## src/rtl/lsu.sv

```systemverilog
// rtl/lsu.sv - registered, handshaked load/store unit with sub-word access and misalignment reject
module lsu #(
    parameter int W     = 32,
    parameter int OFF_W = $clog2(W/8)
) (
    input  logic           clk,
    input  logic           rst,
    input  logic           req_valid,
    input  logic           req_write,
    input  logic [1:0]     req_size,
    input  logic           req_signed,
    input  logic [W-1:0]   req_addr,
    input  logic [W-1:0]   req_wdata,
    output logic           stall,
    output logic           resp_valid,
    output logic [W-1:0]   resp_rdata,
    output logic           exc_misalign,
    output logic [W-1:0]   exc_addr,
    output logic           bus_req,
    output logic           bus_we,
    output logic [W-1:0]   bus_addr,
    output logic [W/8-1:0] bus_be,
    output logic [W-1:0]   bus_wdata,
    input  logic           bus_ack,
    input  logic [W-1:0]   bus_rdata
);
    localparam int NB = W/8;
    localparam logic [2:0] MAX_SIZE = 3'(OFF_W);

    typedef enum logic {IDLE, BUSY} state_t;
    state_t r_state, w_next;

    logic             w_legal, w_accept, w_reject, w_done;
    logic [OFF_W-1:0] w_off, w_amask;
    logic [3:0]       w_n;
    logic [NB-1:0]    w_span, w_be;
    logic [W-1:0]     w_shifted, w_load;

    logic             r_resp_valid, r_exc, r_bus_we, r_signed;
    logic [W-1:0]     r_resp_rdata, r_exc_addr, r_bus_addr, r_bus_wdata;
    logic [NB-1:0]    r_bus_be;
    logic [OFF_W-1:0] r_off;
    logic [1:0]       r_size;

    // Request decode: alignment mask has bit j set for every address bit that must be zero.
    always_comb begin
        w_off   = req_addr[OFF_W-1:0];
        w_n     = 4'd1 << req_size;
        w_amask = '0;
        for (int j = 0; j < OFF_W; j++) begin
            w_amask[j] = (2'(j) < req_size);
        end
        w_legal = ({1'b0, req_size} <= MAX_SIZE) && ((w_off & w_amask) == '0);
        w_span  = '0;
        for (int i = 0; i < NB; i++) begin
            w_span[i] = (4'(i) < w_n);
        end
        w_be = w_span << w_off;
    end

    always_ff @(posedge clk) begin
        if (rst) r_state <= IDLE;
        else     r_state <= w_next;
    end

    // Stall drops in the response cycle so the load retires even if the next op is accepted.
    always_comb begin
        w_next   = r_state;
        w_accept = 1'b0;
        w_reject = 1'b0;
        w_done   = 1'b0;
        stall    = 1'b0;
        case (r_state)
            IDLE: begin
                if (req_valid) begin
                    if (w_legal) begin
                        w_accept = 1'b1;
                        w_next   = BUSY;
                        stall    = !r_resp_valid;
                    end else begin
                        w_reject = 1'b1;
                    end
                end
            end
            BUSY: begin
                stall = 1'b1;
                if (bus_ack) begin
                    w_done = 1'b1;
                    w_next = IDLE;
                end
            end
            default: w_next = IDLE;
        endcase
    end

    always_comb begin
        w_shifted = bus_rdata >> {r_off, 3'b000};
        case (r_size)
            2'd0:    w_load = r_signed ? W'($signed(w_shifted[7:0]))  : W'(w_shifted[7:0]);
            2'd1:    w_load = r_signed ? W'($signed(w_shifted[15:0])) : W'(w_shifted[15:0]);
            2'd2:    w_load = r_signed ? W'($signed(w_shifted[31:0])) : W'(w_shifted[31:0]);
            default: w_load = w_shifted;
        endcase
    end

    always_ff @(posedge clk) begin
        if (rst) begin
            r_resp_valid <= 1'b0;
            r_resp_rdata <= '0;
            r_exc        <= 1'b0;
            r_exc_addr   <= '0;
            r_bus_we     <= 1'b0;
            r_bus_addr   <= '0;
            r_bus_be     <= '0;
            r_bus_wdata  <= '0;
            r_off        <= '0;
            r_size       <= '0;
            r_signed     <= 1'b0;
        end else begin
            r_resp_valid <= w_done;
            r_exc        <= w_reject;
            if (w_reject) r_exc_addr <= req_addr;
            if (w_accept) begin
                r_bus_we    <= req_write;
                r_bus_addr  <= {req_addr[W-1:OFF_W], OFF_W'(0)};
                r_bus_be    <= w_be;
                r_bus_wdata <= req_write ? (req_wdata << {w_off, 3'b000}) : '0;
                r_off       <= w_off;
                r_size      <= req_size;
                r_signed    <= req_signed;
            end
            if (w_done) r_resp_rdata <= r_bus_we ? '0 : w_load;
        end
    end

    assign resp_valid   = r_resp_valid;
    assign resp_rdata   = r_resp_rdata;
    assign exc_misalign = r_exc;
    assign exc_addr     = r_exc_addr;
    assign bus_req      = (r_state == BUSY);
    assign bus_we       = r_bus_we;
    assign bus_addr     = r_bus_addr;
    assign bus_be       = r_bus_be;
    assign bus_wdata    = r_bus_wdata;
endmodule

```

## config.mk

```make
export PLATFORM = sky130hd
export DESIGN_NAME = lsu
export DESIGN_NICKNAME = d
export VERILOG_FILES = /design/src/rtl/lsu.sv
export SDC_FILE = /design/constraint.sdc
export NUM_CORES = 1
export LEC_CHECK = 0
export ABC_AREA = 0
export CORE_MARGIN = 1.5
export CORE_UTILIZATION = 43
export CTS_CLUSTER_DIAMETER = 80
export CTS_CLUSTER_SIZE = 24
export DETAILED_ROUTE_END_ITERATION = 10
export GPL_TIMING_DRIVEN = 0
export PLACE_DENSITY = 0.87
export REMOVE_ABC_BUFFERS = 1
export SYNTH_ARGS = -nofsm -noshare
export SYNTH_HDL_FRONTEND = slang
export SYNTH_SLANG_ARGS = --single-unit
export TNS_END_PERCENT = 1
```

## constraint.sdc

```tcl
create_clock -name clk -period 2.3 [get_ports clk]
set_input_delay 0.69 -clock clk [delete_from_list [all_inputs] [get_ports clk]]
set_output_delay 0.69 -clock clk [all_outputs]
set_load 0.02 [all_outputs]
```

# Word level (Yosys, flattened, before mapping)
# Cells that the tools add are included.
# word_totals
regBits	139
inputBits	104
out_inout_bits	137
wordCells	48
# classes
n_reduce_logical	4
n_mux	18
order_cmp	7
eq_ne	1
shift	4
bitwise_logic	2
# ops
op	n
$mux W32	4
$pmux W32 S2	1
$shl A32 B5 Y32	1
$shr A32 B5 Y32	1
$mux W1	11
$lt A1 B4 Y1 const A	2
$lt A2 B4 Y1 const A	2
$logic_not A2 Y1	2
$lt A1 B2 Y1 const A	2
$pmux W1 S2	2
$shl A1 B2 Y4 const A	1
$shl A4 B2 Y4	1
$and A2 B2 Y2	1
$eq A2 B1 Y1 const B	1
$le A2 B2 Y1 const B	1
$logic_and A1 B1 Y1	1
$logic_not A1 Y1	1
$not A1 Y1	1

# Logic depth before layout (Yosys ltp)
# Gate-level depths: netlist of the first run.
# logic_depth
word_depth	7
depth_mapped	7
depth_no_buf	4

# Worst setup path after synthesis of the first run
# No wires, ideal clock.
# synth_timing
path_type	input to output
startpoint	input req_addr[1]
endpoint	output stall
path_buffers	1
required_time_ps	1610
slack_ps	-94
cell_stages	4
t_arrival_ps	1704
path_cell_list	buf_2 nor3_1 o21ai_0 o21ai_0
# synth_via
elab_chain_len	6
# synth_rtl
item	line	rtl
start: declaration	12	input logic [W-1:0] req_addr,
$and A2 B2 Y2	53	w_legal = ({1'b0, req_size} <= MAX_SIZE) && ((w_off & w_amask) == '0);
$logic_not A2 Y1	53	
$logic_and A1 B1 Y1	53	
$mux W1	76	if (w_legal) begin
$mux W1	75	if (req_valid) begin
$pmux W1 S2	73	case (r_state)
end: declaration	14	output logic stall,
# No other way between the ends.

# Final worst setup path of the first run
# layout_timing
startpoint	input req_size[0]
endpoint	output stall
# layout_via
elab_chain_len	7
elab_cells_between_ends	9
classes_between	order compare (3); mux (3); bitwise (1); reduce/logical (2)
# layout_rtl
item	line	rtl
start: declaration	10	input logic [1:0] req_size,
$lt A1 B2 Y1	51	w_amask[j] = (2'(j) < req_size);
$and A2 B2 Y2	53	
$logic_not A2 Y1	53	
$logic_and A1 B1 Y1 *	53	
$mux W1 *	76	
$mux W1 *	75	
$pmux W1 S2 *	73	
# Every way passes the cells marked *; elsewhere a longest branch is shown, timed or not.

==> summary.txt, run 1 <==
Floorplan
  – Die width: 119 um
  – Core ar.: roughly 13,000 um^2
  – Die height: approximately 120 um
  – FP Rows: 42
  – Initial Util: between 40% and 50%
  – Die Area: 14,100 um^2
  – Io pins: 241

Worst setup path
  – CP Data Required Time: 1.61 ns
  – Reg-to-reg slack, setup: 0.18 ns
  – Crit path capture type: output pin
  – Crit path DAT: 1.78 ns
  – Crit Path Max Fanout: 7
  – Startpoint types: primary input
  – Crit path kind: in -> out

Clock network
  – CTS tree: built
  – Inserted Clock Buffers: 17
  – Hold_buf cts: 0
  – Clock tree root buffer cell: clkbuf_16
  – Clk sinks: 139
  – CTS Buffer Depth: 2
  – Worst skew pair latency: 0.42 ns
  – Htree depth: 4
  – Worst-path clk slew: 0.06 ns

Global route
  – GRT overflow: 0
  – Antenna violations before repair: 0
  – GRT Overall Usage: 25.5%
  – First-pass GRT wire length: roughly 29,000 um
  – Largest net degree at the start of global routing: between 50 and 60
  – Number of global-route vias before repair: 5,721

Pwr
  – Pwr dens: slightly below 700 nW/um^2
  – P_int: roughly 0.0046 W
  – Power share of the combinational group: 16.0%
  – Max IR drop VDD: 0.000530 V
  – Flop pwr share: roughly two fifths
  – Switching power: 0.00169 W
  – Pleak: 3.22 nW
  – Switching share of total power: a little over a quarter
  – Power share of the clock group: 42.9%

Run status
  – Status: finished, violations left
  – Failing checks: negative setup slack

Cells and area
  – Area of the multi-input gates: between 2000 and 3000 um^2
  – Final-stage net count: 1,019
  – Area growth, synth to finish: 56.4%
  – Final Cell Area: approximately 9000 um^2
  – Fillers: 1,025
  – Fraction of final layout cells sized beyond drive strength 1: 8.94%
  – Ant. Diodes: 0
  – FF+latch area: ~2800 um^2

Yosys
  – Synth Instances: between 600 and 700
  – Ys flop type: dfxtp_1
  – Synth Cell Area: 5780 um^2
  – Sequential share of the synthesized area: between 40% and 50%
  – Number of enable flip-flop cells after synthesis: 0
  – Largest cells by area after synthesis: dfxtp_1 48%, nand2_1 12%, a21oi_1 9.8%, mux2i_1 8.0%, o21ai_0 2.9%
  – Async set or reset register ratio after synthesis: 0%
  – Distinct cells, synth: 37
  – Top cell type's share of synthesized area: 48.2%
  – Yosys Warn Count: 0
  – Synth Area per Inst: 8.29 um^2
  – Synth Register Bits: ~140
  – Synth area leader: dfxtp_1

Routing
  – Routed Wire Length: roughly 18,000 um
  – DRC Markers: 0
  – Drt wl/cell: 16.4 um
  – Total number of vias: between 5,000 and 6,000
  – Antenna Nets Post-Route: 0
  – Initial DRC count: ~410
  – Vias per cell: about 5.3
  – DR pass1 iterations: 5

Timing
  – Worst Clk Skew: 0.00733 ns
  – Fin. Hold Viols: 0
  – Final Cycle Share: 108%
  – Final setup violation count: 5
  – Slew Limit Fails: 0
  – WHS: 0.450 ns
  – Max Clock Freq: around 400 MHz
  – Rel. slew slack: around 37%
  – Actual slew at the worst max-slew pin: 0.941 ns
  – RSZ-0062 raised after global routing: yes
  – Setup ws final: -0.175 ns
  – Final Critical Period: 2.47 ns

Place
  – # port buffers: 238
  – Post-DP HPWL: 12,300 um
  – Area post-placement: around 8300 um^2
  – Gpl congestion: 0.788

Run
  – Maxcap violations: 0

Hold path
  – HP Class: reg -> reg
==> logic make-up (layout without fill, tap and decap cells) <==
family | Yosys count | count (layout) | synth area share, %
multiplexers | 55 | 55 | 9.92
other | 1 | 2 | 0.0649
flip-flops | 139 | 139 | 48.2
AND/OR/NAND/NOR | 261 | 261 | 19.6
buffers and inverters | 63 | 293 | 4.61
AO/OA/AOI/OAI | 178 | 178 | 17.6
==> worst max-delay path, stage by stage <==
cell and delay, ns:
dlygate4sd2_1 0.36, a21oi_2 0.24, o21ai_0 0.13, o21ai_0 0.15, buf_2 0.21
==> synth_stat cells (2+ instances only) <==
cell      count
buf_1         2
mux2_2        8
o211ai_1      3
inv_1         2
o22ai_1       8
nand3_1      16
a221o_1      16
dfxtp_1     139
nand2b_1      2
o21ai_0      33
nor2_1       19
nand3b_1     16
nand2_1     185
clkbuf_1     41
or3_1        10
mux2i_1      46
buf_2        14
buf_4         3
a21oi_1     113
nor3_1        4
==> per-layer routing <==
metal | up-vias | track usage, % | share of wire, %
met2 | 225 | 43.1 | 48
li1 | 2841 | - | -
met4 | 0 | 12.7 | 3.8
met3 | 48 | 9.67 | 8.8
met1 | 2762 | 28.0 | 39
met5 | - | 0 | 0
==> power groups by stage <==
stage / Combinational (W) / Sequential, W / Clock [W]
after global placement: 0.000934 / 0.00261 / 0
after floorplan: 0.000299 / 0.00272 / 0
after CTS: 0.000993 / 0.00257 / 0.00273
after global routing: 0.00108 / 0.00258 / 0.00283
final: 0.00100 / 0.00257 / 0.00268
after detailed placement: 0.000977 / 0.00262 / 0
==> path summary, 6_finish.rpt <==
check | from | to | cells after the start
setup / recovery | req_size[0] | stall | 5
hold reg to reg | resp_rdata[8]$_SDFFE_PP0P_ | resp_rdata[8]$_SDFFE_PP0P_ | 2
hold / removal | resp_rdata[8]$_SDFFE_PP0P_ | resp_rdata[8]$_SDFFE_PP0P_ | 2
setup reg to reg | r_off[1]$_SDFFE_PP0P_ | resp_rdata[31]$_SDFFE_PP0P_ | 3
==> cell type report <==
cell class                 count  area share [%]
clock buffer                  19            5.01
clock inverter                13            1.44
inverter                       2          0.0831
multi-input combinational    496            31.1
sequential                   139            30.8
tap                          176            2.44
timing repair buffer         259            29.1
==> per-stage QoR <==
| step | instances | util, % | total power (W) | setup TNS (ns) | setup slack (ns) |
|---|---|---|---|---|---|
| final | 1104 | 68.5 | 0.00626 | -0.235 | -0.175 |
| after global routing | 1104 | 68.5 | 0.00648 | -2.67 | -0.231 |
| after CTS | 1103 | 68.2 | 0.00629 | -1.37 | -0.180 |
| after detailed placement | 1067 | 63.2 | 0.00360 | -154.36 | -1.53 |
| after global placement | 1051 | 61.6 | 0.00355 | -679.69 | -5.55 |
| after floorplan | 637 | - | 0.00302 | -130.49 | -1.47 |
==> flip-flops by register name, indices dropped and copies added, names as in the netlist <==
signal	flops
resp_valid	1
r_signed	1
r_off	2
exc_addr	32
bus_we	1
bus_wdata	32
bus_addr	30
exc_misalign	1
resp_rdata	32
r_size	2
bus_be	4
bus_req	1
==> timing repair <==
| item | CTS | global route |
|---|---|---|
| resized for setup | 27 | 9 |
| setup buffers | 4 | 1 |
| endpoints found under the setup margin | 131 | 89 |
| endpoints found under the hold margin | 0 | 0 |
| pin swaps | 3 | 4 |
==> cell usage in the layout (no fill, tap or decap), types with 2 or more instances in the layout <==
cell             instances
o211ai_1                 3
nand3b_1                16
or3_1                   10
buf_4                   12
dfxtp_1                136
clkdlybuf4s50_1        232
buf_8                    2
nor3_1                   3
nand3_1                 16
conb_1                   2
clkbuf_8                 2
inv_6                    7
nand2_1                185
a21oi_2                  3
a221o_1                 16
dlygate4sd2_1            2
mux2_2                   8
o21ai_0                 33
a21oi_1                110
buf_16                   2
mux2i_1                 46
dfxtp_2                  3
clkinvlp_4               3
nor2_1                  18
inv_1                    2
buf_12                   3
o22ai_1                  8
clkbuf_16               17
buf_6                    4
Power figures use the tool's default switching activity.
==> run 2, diff against run 1 <==
--- a/config.mk
+++ b/config.mk
@@ -6,6 +6,7 @@
 export NUM_CORES = 1
 export LEC_CHECK = 0
 export ABC_AREA = 0
+export CAP_MARGIN = 20
 export CORE_MARGIN = 1.5
 export CORE_UTILIZATION = 43
 export CTS_CLUSTER_DIAMETER = 80
==> run 2 against run 1 <==
The run still ends with negative setup slack left. Sequential cell count stayed put. Hold slack hardly changed. Combinational power hardly changed. Final area is 0.32% higher. Utilization is 0.22 points higher. Highest routed layer unchanged. Total power is 0.53% lower. Setup slack better by 0.0065 ns. Critical path depth is 1 higher. Via count is 0.41% lower. First-iteration DRC count is 2.7% lower. Sequential power hardly changed.
==> summary.txt, run 2 (synthesized netlist as in run 1, its figures left out) <==
Run status
  – Status: finished, violations left
  – Failing checks: negative setup slack

Clock network
  – CTS Buffer Depth: 2
  – Inserted Clock Buffers: 17
  – Worst-path clk slew: around 0.06 ns
  – Worst skew pair latency: 0.42 ns
  – Htree depth: 4
  – Clock tree root buffer cell: clkbuf_16
  – CTS tree: built
  – Clk sinks: 139

Timing
  – Slew Limit Fails: 0
  – Fin. Hold Viols: 0
  – RSZ-0062 raised after global routing: yes
  – Setup ws final: -0.168 ns
  – Final setup violation count: 11
  – WHS: 0.450 ns
  – Final Critical Period: 2.47 ns
  – Worst Clk Skew: 0.00661 ns
  – Max Clock Freq: approximately 400 MHz
  – Rel. slew slack: 38.7%
  – Actual slew at the worst max-slew pin: 0.919 ns
  – Final Cycle Share: 107%

Global route
  – Antenna violations before repair: 0
  – Met3 Track Usage GR: between 9 and 10%
  – Number of global-route vias before repair: between 5,000 and 6,000
  – First-pass GRT wire length: 28,700 um
  – Most used routing layer: met2
  – GRT overflow: 0
  – Largest net degree at the start of global routing: 56
  – GRT Overall Usage: roughly a quarter
  – GRT met2 Usage: 43.4%
  – Routing usage on met1: 28.6%

Floorplan
  – Initial Util: 43.8%
  – Die height: 119 um
  – Core ar.: 13,200 um^2
  – Io pins: ~240
  – Die Area: 14,100 um^2
  – Die width: 119 um
  – FP Rows: 42

Worst setup path
  – Crit path DAT: 1.78 ns
  – Startpoint types: primary input
  – R2R Path End: resp_rdata[31]$_SDFFE_PP0P_
  – Cells along the critical path: buf_12 -> buf_16 -> a21oi_2 -> o21ai_0 -> o21ai_0 -> buf_4
  – Worst path max stage delay: ~0.23 ns
  – Buf/Inv on CP: 3
  – Slowest CP cell: a21oi_2
  – CP top delay family: compound AO/OA/AOI/OAI gates
  – Crit path capture type: output pin
  – R2r worst-path depth: 3
  – Crit Path Max Fanout: 25
  – Crit path kind: in -> out
  – Reg-to-Reg Start: r_off[0]$_SDFFE_PP0P_
  – Top cell by count, worst path: o21ai_0
  – CP Data Required Time: approximately 1.6 ns
  – Reg-to-reg slack, setup: 0.16 ns

Pwr
  – Pleak: 3.24 nW
  – Max IR drop VDD: 0.000573 V
  – Pwr dens: 686 nW/um^2

Place
  – # placed instances: 1,068
  – # port buffers: 238
  – Post-DP HPWL: 12,300 um
  – Gpl congestion: 0.788
  – Place WS: -1.56 ns

Hold path
  – HP Class: reg -> reg
  – Hold wc startpoint: resp_rdata[8]$_SDFFE_PP0P_
  – Hold path depth: 2
  – WHS Endpoint: resp_rdata[8]$_SDFFE_PP0P_

Cells and area
  – Area growth, synth to finish: 56.9%
  – Fraction of final layout cells sized beyond drive strength 1: 9.15%
  – Fillers: 1,022
  – Most common cell after layout, fill and taps aside: clkdlybuf4s50_1
  – Finished Layout Cells: 1,105
  – Final-stage net count: 1,020
  – Ant. Diodes: 0
  – Most frequent cells in the layout: 231 x clkdlybuf4s50_1, 185 x nand2_1, 137 x dfxtp_1, 110 x a21oi_1, 46 x mux2i_1

Routing
  – Initial DRC count: 400
  – Vias per cell: 5.30
  – DRC Markers: 0
  – Antenna Nets Post-Route: 0
  – Total number of vias: 5,852
  – Drt wl/cell: 16.2 um
  – DR pass1 iterations: 5
  – Routed Wire Length: between 15,000 and 20,000 um

Run
  – Maxcap violations: 0
[run 2: cell types whose count changed in the layout (fill, tap and decap cells not counted), sizes merged]
cell / delta
clkdlybuf4s50: -1
dlymetal6s2s: +1
buf: +1
dlygate4sd2: -1
clkinv: +1
[run 2: cell type report]
cell class | instances | area, um^2 | area share (%)
timing repair buffer | 260 | 2660 | 29.4
tap | 176 | 220 | 2.43
sequential | 139 | 2790 | 30.7
clock buffer | 18 | 439 | 4.84
clock inverter | 14 | 135 | 1.49
multi-input combinational | 496 | 2820 | 31.1
inverter | 2 | 7.51 | 0.0828
[run 2: worst max path at each step]
| stage | from | cells after the start | endpoint |
|---|---|---|---|
| 5_1_grt | req_valid | 7 | exc_addr[1]$_SDFFE_PP0P_ |
| 4_1_cts | req_addr[1] | 5 | stall |
| 3_5_place_dp | rst | 6 | resp_rdata[29]$_SDFFE_PP0P_ |
| 6_report | req_addr[0] | 6 | stall |
| 2_1_floorplan | req_size[0] | 4 | bus_wdata[10]$_SDFFE_PP0P_ |
| 3_3_place_gp | req_addr[0] | 5 | bus_wdata[8]$_SDFFE_PP0P_ |
[run 2: timing repair]
| item | 4_1_cts | 5_1_grt |
|---|---|---|
| setup endpoints to repair | 131 | 89 |
| gates resized for setup | 29 | 14 |
| buffers inserted | 4 | 1 |
| hold buffers | 0 | 0 |
| pin swaps | 3 | 3 |
[run 2: worst min-delay path, cell delays in order (launching register included)]
cell and delay (ns):
dfxtp_1 0.32, nand2_1 0.04, o21ai_0 0.05
[run 2: where the power goes]
group / leakage (nW) / switching (W) / internal (W)
Clock: 0.277 / 0.00110 / 0.00154
Sequential: 1.13 / 0.0000644 / 0.00250
Combinational: 1.84 / 0.000514 / 0.000499
[run 2: through the flow]
| stage | instance area, um^2 | setup TNS [ns] | power, W | utilization [%] |
|---|---|---|---|---|
| 3_5_place_dp | 8360 | -157.05 | 0.00360 | 63.4 |
| 6_report | 9070 | -0.589 | 0.00622 | 68.7 |
| 3_3_place_gp | 8120 | -679.69 | 0.00355 | 61.6 |
| 5_1_grt | 9070 | -2.33 | 0.00647 | 68.7 |
| 2_1_floorplan | 5520 | -130.49 | 0.00302 | - |
| 4_1_cts | 9020 | -1.33 | 0.00626 | 68.4 |
[run 2: metal layers]
metal	wire length [um]	vias up
met4	583	0
met5	0	-
li1	-	2849
met1	7010	2705
met2	8530	255
met3	1770	43
